**config.mk**
```make
export PLATFORM = sky130hd
export DESIGN_NAME = color_index_encoder
export DESIGN_NICKNAME = d
export VERILOG_FILES = /design/src/rtl/color_index_encoder.sv
export SDC_FILE = /design/constraint.sdc
export NUM_CORES = 1
export LEC_CHECK = 0
export ABC_CLOCK_PERIOD_IN_PS = 2480
export BUFFER_PORTS_ARGS = -buffer_cell sky130_fd_sc_hd__buf_2
export CAP_MARGIN = 20
export CORE_ASPECT_RATIO = 1.75
export CORE_UTILIZATION = 45
export DETAILED_ROUTE_END_ITERATION = 6
export PLACE_DENSITY = 0.79
export SLEW_MARGIN = 25
export SYNTH_ARGS = -nofsm -noshare
export SYNTH_HDL_FRONTEND = slang
export SYNTH_SLANG_ARGS = --single-unit
```
**constraint.sdc**
```tcl
create_clock -name clock -period 2.48 [get_ports clock]
set_clock_uncertainty 0.15 [all_clocks]
set_input_delay 0.372 -clock clock [delete_from_list [all_inputs] [get_ports clock]]
set_output_delay 0.372 -clock clock [all_outputs]
set_load 0.005 [all_outputs]
```
**src/rtl/color_index_encoder.sv**
```systemverilog
// Encodes a 24-bit RGB pixel stream back to 4-bit palette indices through a two-stage
// valid/ready pipeline, and keeps a saturating count of pixels that match no palette entry.
module color_index_encoder #(
    parameter logic [23:0] BACKGROUND_COLOR = 24'h000000,
    parameter logic [23:0] PLAYER_COLOR     = 24'h34CA7F,
    parameter logic [23:0] LASER_COLOR      = 24'hE91E63,
    parameter logic [23:0] ALIEN_COLOR      = 24'hFFFFFF,
    parameter logic [23:0] TITLE_TEXT_COLOR = 24'hFFB11E,
    parameter logic [3:0]  UNKNOWN_INDEX    = 4'd15,
    parameter int          COUNT_W          = 16
) (
    input  logic               clock,
    input  logic               reset,
    input  logic [7:0]         r,
    input  logic [7:0]         g,
    input  logic [7:0]         b,
    input  logic               in_valid,
    output logic               in_ready,
    output logic [3:0]         which_color,
    output logic               miss,
    output logic               out_valid,
    input  logic               out_ready,
    input  logic               clear_count,
    output logic [COUNT_W-1:0] miss_count
);

    logic               s1_valid_q, s1_valid_d;
    logic [4:0]         s1_match_q, s1_match_d;
    logic               s2_valid_q, s2_valid_d;
    logic [3:0]         which_color_q, which_color_d;
    logic               miss_q, miss_d;
    logic [COUNT_W-1:0] miss_count_q, miss_count_d;

    logic [23:0] pixel_rgb;
    logic [4:0]  match_in;
    logic        s1_adv;
    logic        s2_adv;

    always_comb begin
        pixel_rgb   = {r, g, b};
        match_in[0] = (pixel_rgb == BACKGROUND_COLOR);
        match_in[1] = (pixel_rgb == PLAYER_COLOR);
        match_in[2] = (pixel_rgb == LASER_COLOR);
        match_in[3] = (pixel_rgb == ALIEN_COLOR);
        match_in[4] = (pixel_rgb == TITLE_TEXT_COLOR);

        s2_adv   = !s2_valid_q || out_ready;
        s1_adv   = !s1_valid_q || s2_adv;
        in_ready = s1_adv;

        s1_valid_d = s1_valid_q;
        s1_match_d = s1_match_q;
        if (s1_adv) begin
            s1_valid_d = in_valid;
            if (in_valid) begin
                s1_match_d = match_in;
            end
        end

        // Scanning from the top down lets the lowest matching index overwrite the rest.
        s2_valid_d    = s2_valid_q;
        which_color_d = which_color_q;
        miss_d        = miss_q;
        if (s2_adv) begin
            s2_valid_d = s1_valid_q;
            if (s1_valid_q) begin
                which_color_d = UNKNOWN_INDEX;
                miss_d        = 1'b1;
                for (int i = 4; i >= 0; i--) begin
                    if (s1_match_q[i]) begin
                        which_color_d = 4'(i);
                        miss_d        = 1'b0;
                    end
                end
            end
        end

        miss_count_d = miss_count_q;
        if (clear_count) begin
            miss_count_d = '0;
        end else if (s2_valid_q && out_ready && miss_q && (miss_count_q != '1)) begin
            miss_count_d = miss_count_q + 1'b1;
        end
    end

    always_ff @(posedge clock or posedge reset) begin
        if (reset) begin
            s1_valid_q    <= 1'b0;
            s1_match_q    <= '0;
            s2_valid_q    <= 1'b0;
            which_color_q <= '0;
            miss_q        <= 1'b0;
            miss_count_q  <= '0;
        end else begin
            s1_valid_q    <= s1_valid_d;
            s1_match_q    <= s1_match_d;
            s2_valid_q    <= s2_valid_d;
            which_color_q <= which_color_d;
            miss_q        <= miss_d;
            miss_count_q  <= miss_count_d;
        end
    end

    assign which_color = which_color_q;
    assign miss        = miss_q;
    assign out_valid   = s2_valid_q;
    assign miss_count  = miss_count_q;

endmodule

```
==> results.toml <==
[status]
status = "completed"

[route]
drc = 0
viasPerCell = 5.84
drt_pre_antenna_iters = 4
wire_per_inst_um = 14.4
finalWirelength_um = 3790
via_count = 1542
wl_met1_um = 1370
wl_met3_um = 172
drtIter0Drc = 39
maxUsedRoutingLayer = "met4"
drtAntennaViolNets = 0
route.met2.wl_um = 2170

[power]
combPwrFrac_pct = 13.0
p_switching_mw = 0.221
seq_power_share_pct = 55.4
swShare_pct = 26.2
leakage_nw = 0.842
peakVddDrop_v = 0.000317
p_int_mw = 0.622
p_per_area_nw_per_um2 = 444
power.clock.fraction_pct = 31.6

[cts]
tritoncts = "done"
htreeDepth = 1
ctsRootBufferMaster = "clkbuf_8"
numCtsBuffers = 3
cts_setup_buffers = 0
cts_max_path_buffers = 2
insertion_delay_ns = 0.28
cts.repair.resized = 0
cts.sinks = 27
hold_buffers = 1
path_clk_slew_ns = 0.10

[run]
maxCapViolations = 0

[sta]
final.setup.worst_slack_ns = 0.319
fmax_ghz = 0.463
hold_viol = 0
fin_tns_setup_ns = 0
slew_headroom_pct = 67.2
setup_viol = 0
tightest_slew_ns = 0.488
finalMaxSlewViolations = 0
min_period_ns = 2.16
rsz0062_at_grt = "false"
fin_crit_sh_pct = 87.1

[critical_path]
cp-start-kind = "flip-flop"
cp-end-kind = "flip-flop"
cp.required_ns = 2.50
crit_chain = "ha_1 > nand3_2 > or4_1 > nand3_1 > mux2_2"
arrival_ns = 2.18
cp_slowest_cell = "or4_1"
cp_max_fo = 7
path_class = "flip-flop to flip-flop"
critPathMaxStageDelay_ns = 0.63

[logic_synthesis]
yosysWarnings = 0
synthFlopType = "dfrtp_1"
synth_edf_count = 0
ys_seq_elements = 27
synth_largest_area_cell = "dfrtp_1"
synth_common_cells = "dfrtp_1, nand2_1, a21oi_1"
synth.distinct_cells = 39
synth.most_common_cell = "dfrtp_1"
postSynthAreaPerCell_sq_um = 9.15
yosysSeqAreaShare_pct = 44.5
synthTopCellsByArea = "dfrtp_1, nand2_1, o31ai_1, or4_1, a21oi_1"
syn_nets = 196
synth_top_cell_area_share_pct = 44.5
syn_inst = 166
netlist_area_sq_um = 1520
async_reset_ff_share_pct = 100

[placed_design]
pre_cts_ws_ns = 0.338
gp_congestion = 0.829
placement.io_buffers = 51
dp_hpwl_um = 3000

[die]
io_pins = 52
die_area_sq_um = 3620
die_h_um = 78.9
core-area_sq_um = 3180
row_count = 27
die_w_um = 45.9
start_util_pct = 47.8

[global_routing]
grt-ovfl-total = 0
grt_pass1_vias = 1556
track_usage_pct = 23.1
grt_pass1_wl_um = 6210
antenna_found_initial = 0
grt_max_degree = 28

[min_path]
hp-class = "primary input to flip-flop"

[layout]
diodes = 0
area_growth_pct = 25.0
drive_gt1_share_pct = 31.2
fillers = 323
final_nets = 252
-- layout by cell type (no fill, tap or decap), types with 6 or more instances in the layout --
master,count
or4_1,10
dfrtp_1,27
nand3_1,8
nand2_1,20
nor2_1,8
nor4_1,6
a21oi_1,13
o31ai_1,10
buf_2,51
nand4_1,7
-- worst max-delay path: cells and delay by family, from the launching register on --
family,cells,cell delay [ns]
DFF,1,0.43
muxes,1,0.34
and+or+nand+nor,3,0.92
adders and majority gates,1,0.21
-- area by class of cell --
class,instances,area (sq um),area share (%)
clock buffer,3,41.3,2.18
clock inverter,1,8.76,0.461
inverter,4,15.0,0.791
multi-input combinational,129,801,42.2
sequential,27,676,35.6
tap,43,53.8,2.83
timing repair buffer,57,303,16.0
-- logic make-up after synthesis --
family,count (synthesis),synth area share [%]
simple gates,88,34.3
compound gates,38,16.1
flops,27,44.5
buf+inv,10,2.80
mux,2,1.48
fa+ha+maj,1,0.824
-- per-layer routing --
| metal | global-route usage [%] | up-vias |
|---|---|---|
| li1 | - | 748 |
| met5 | 0 | - |
| met4 | 10.3 | 0 |
| met2 | 44.8 | 55 |
| met3 | 3.64 | 8 |
| met1 | 21.2 | 731 |
-- registers in the layout (all words and copies together), names as in the netlist --
signal / flops
out_valid: 1
miss_count: 16
which_color: 4
s1_match_q: 5
s1_valid_q: 1
-- power groups by stage --
stage	combinational, mW	clock (mW)	sequential (mW)
detailed placement	0.110	0	0.476
CTS	0.111	0.275	0.467
finish	0.109	0.266	0.467
global placement	0.108	0	0.475
floorplan	0.0505	0	0.476
global route	0.123	0.291	0.470
-- per-stage QoR --
| step | hold slack (ns) | std cells | power (mW) | utilization, % | cell area, sq um |
|---|---|---|---|---|---|
| floorplan | 0.275 | 166 | 0.527 | - | 1520 |
| global placement | 0.295 | 259 | 0.583 | 57.9 | 1840 |
| detailed placement | 0.302 | 259 | 0.585 | 57.9 | 1840 |
| CTS | 0.142 | 264 | 0.853 | 59.8 | 1900 |
| global route | 0.144 | 264 | 0.884 | 59.8 | 1900 |
| finish | 0.149 | 264 | 0.843 | 59.8 | 1900 |
-- path summary, 6_finish.rpt --
kind / start / endpoint / slack, ns / cells past startpoint
max in group asynchronous: reset / miss_count[9] / 1.39 / 4
hold / removal: in_valid / s1_valid_q / 0.15 / 2
setup / recovery: miss_count[0] / miss_count[2] / 0.32 / 5
min in group asynchronous: reset / miss_count[14] / 0.53 / 4
setup reg to reg: miss_count[0] / miss_count[2] / 0.32 / 5
hold reg to reg: which_color[2] / which_color[2] / 0.33 / 2
No activity file was read; power rests on OpenSTA's default activity.
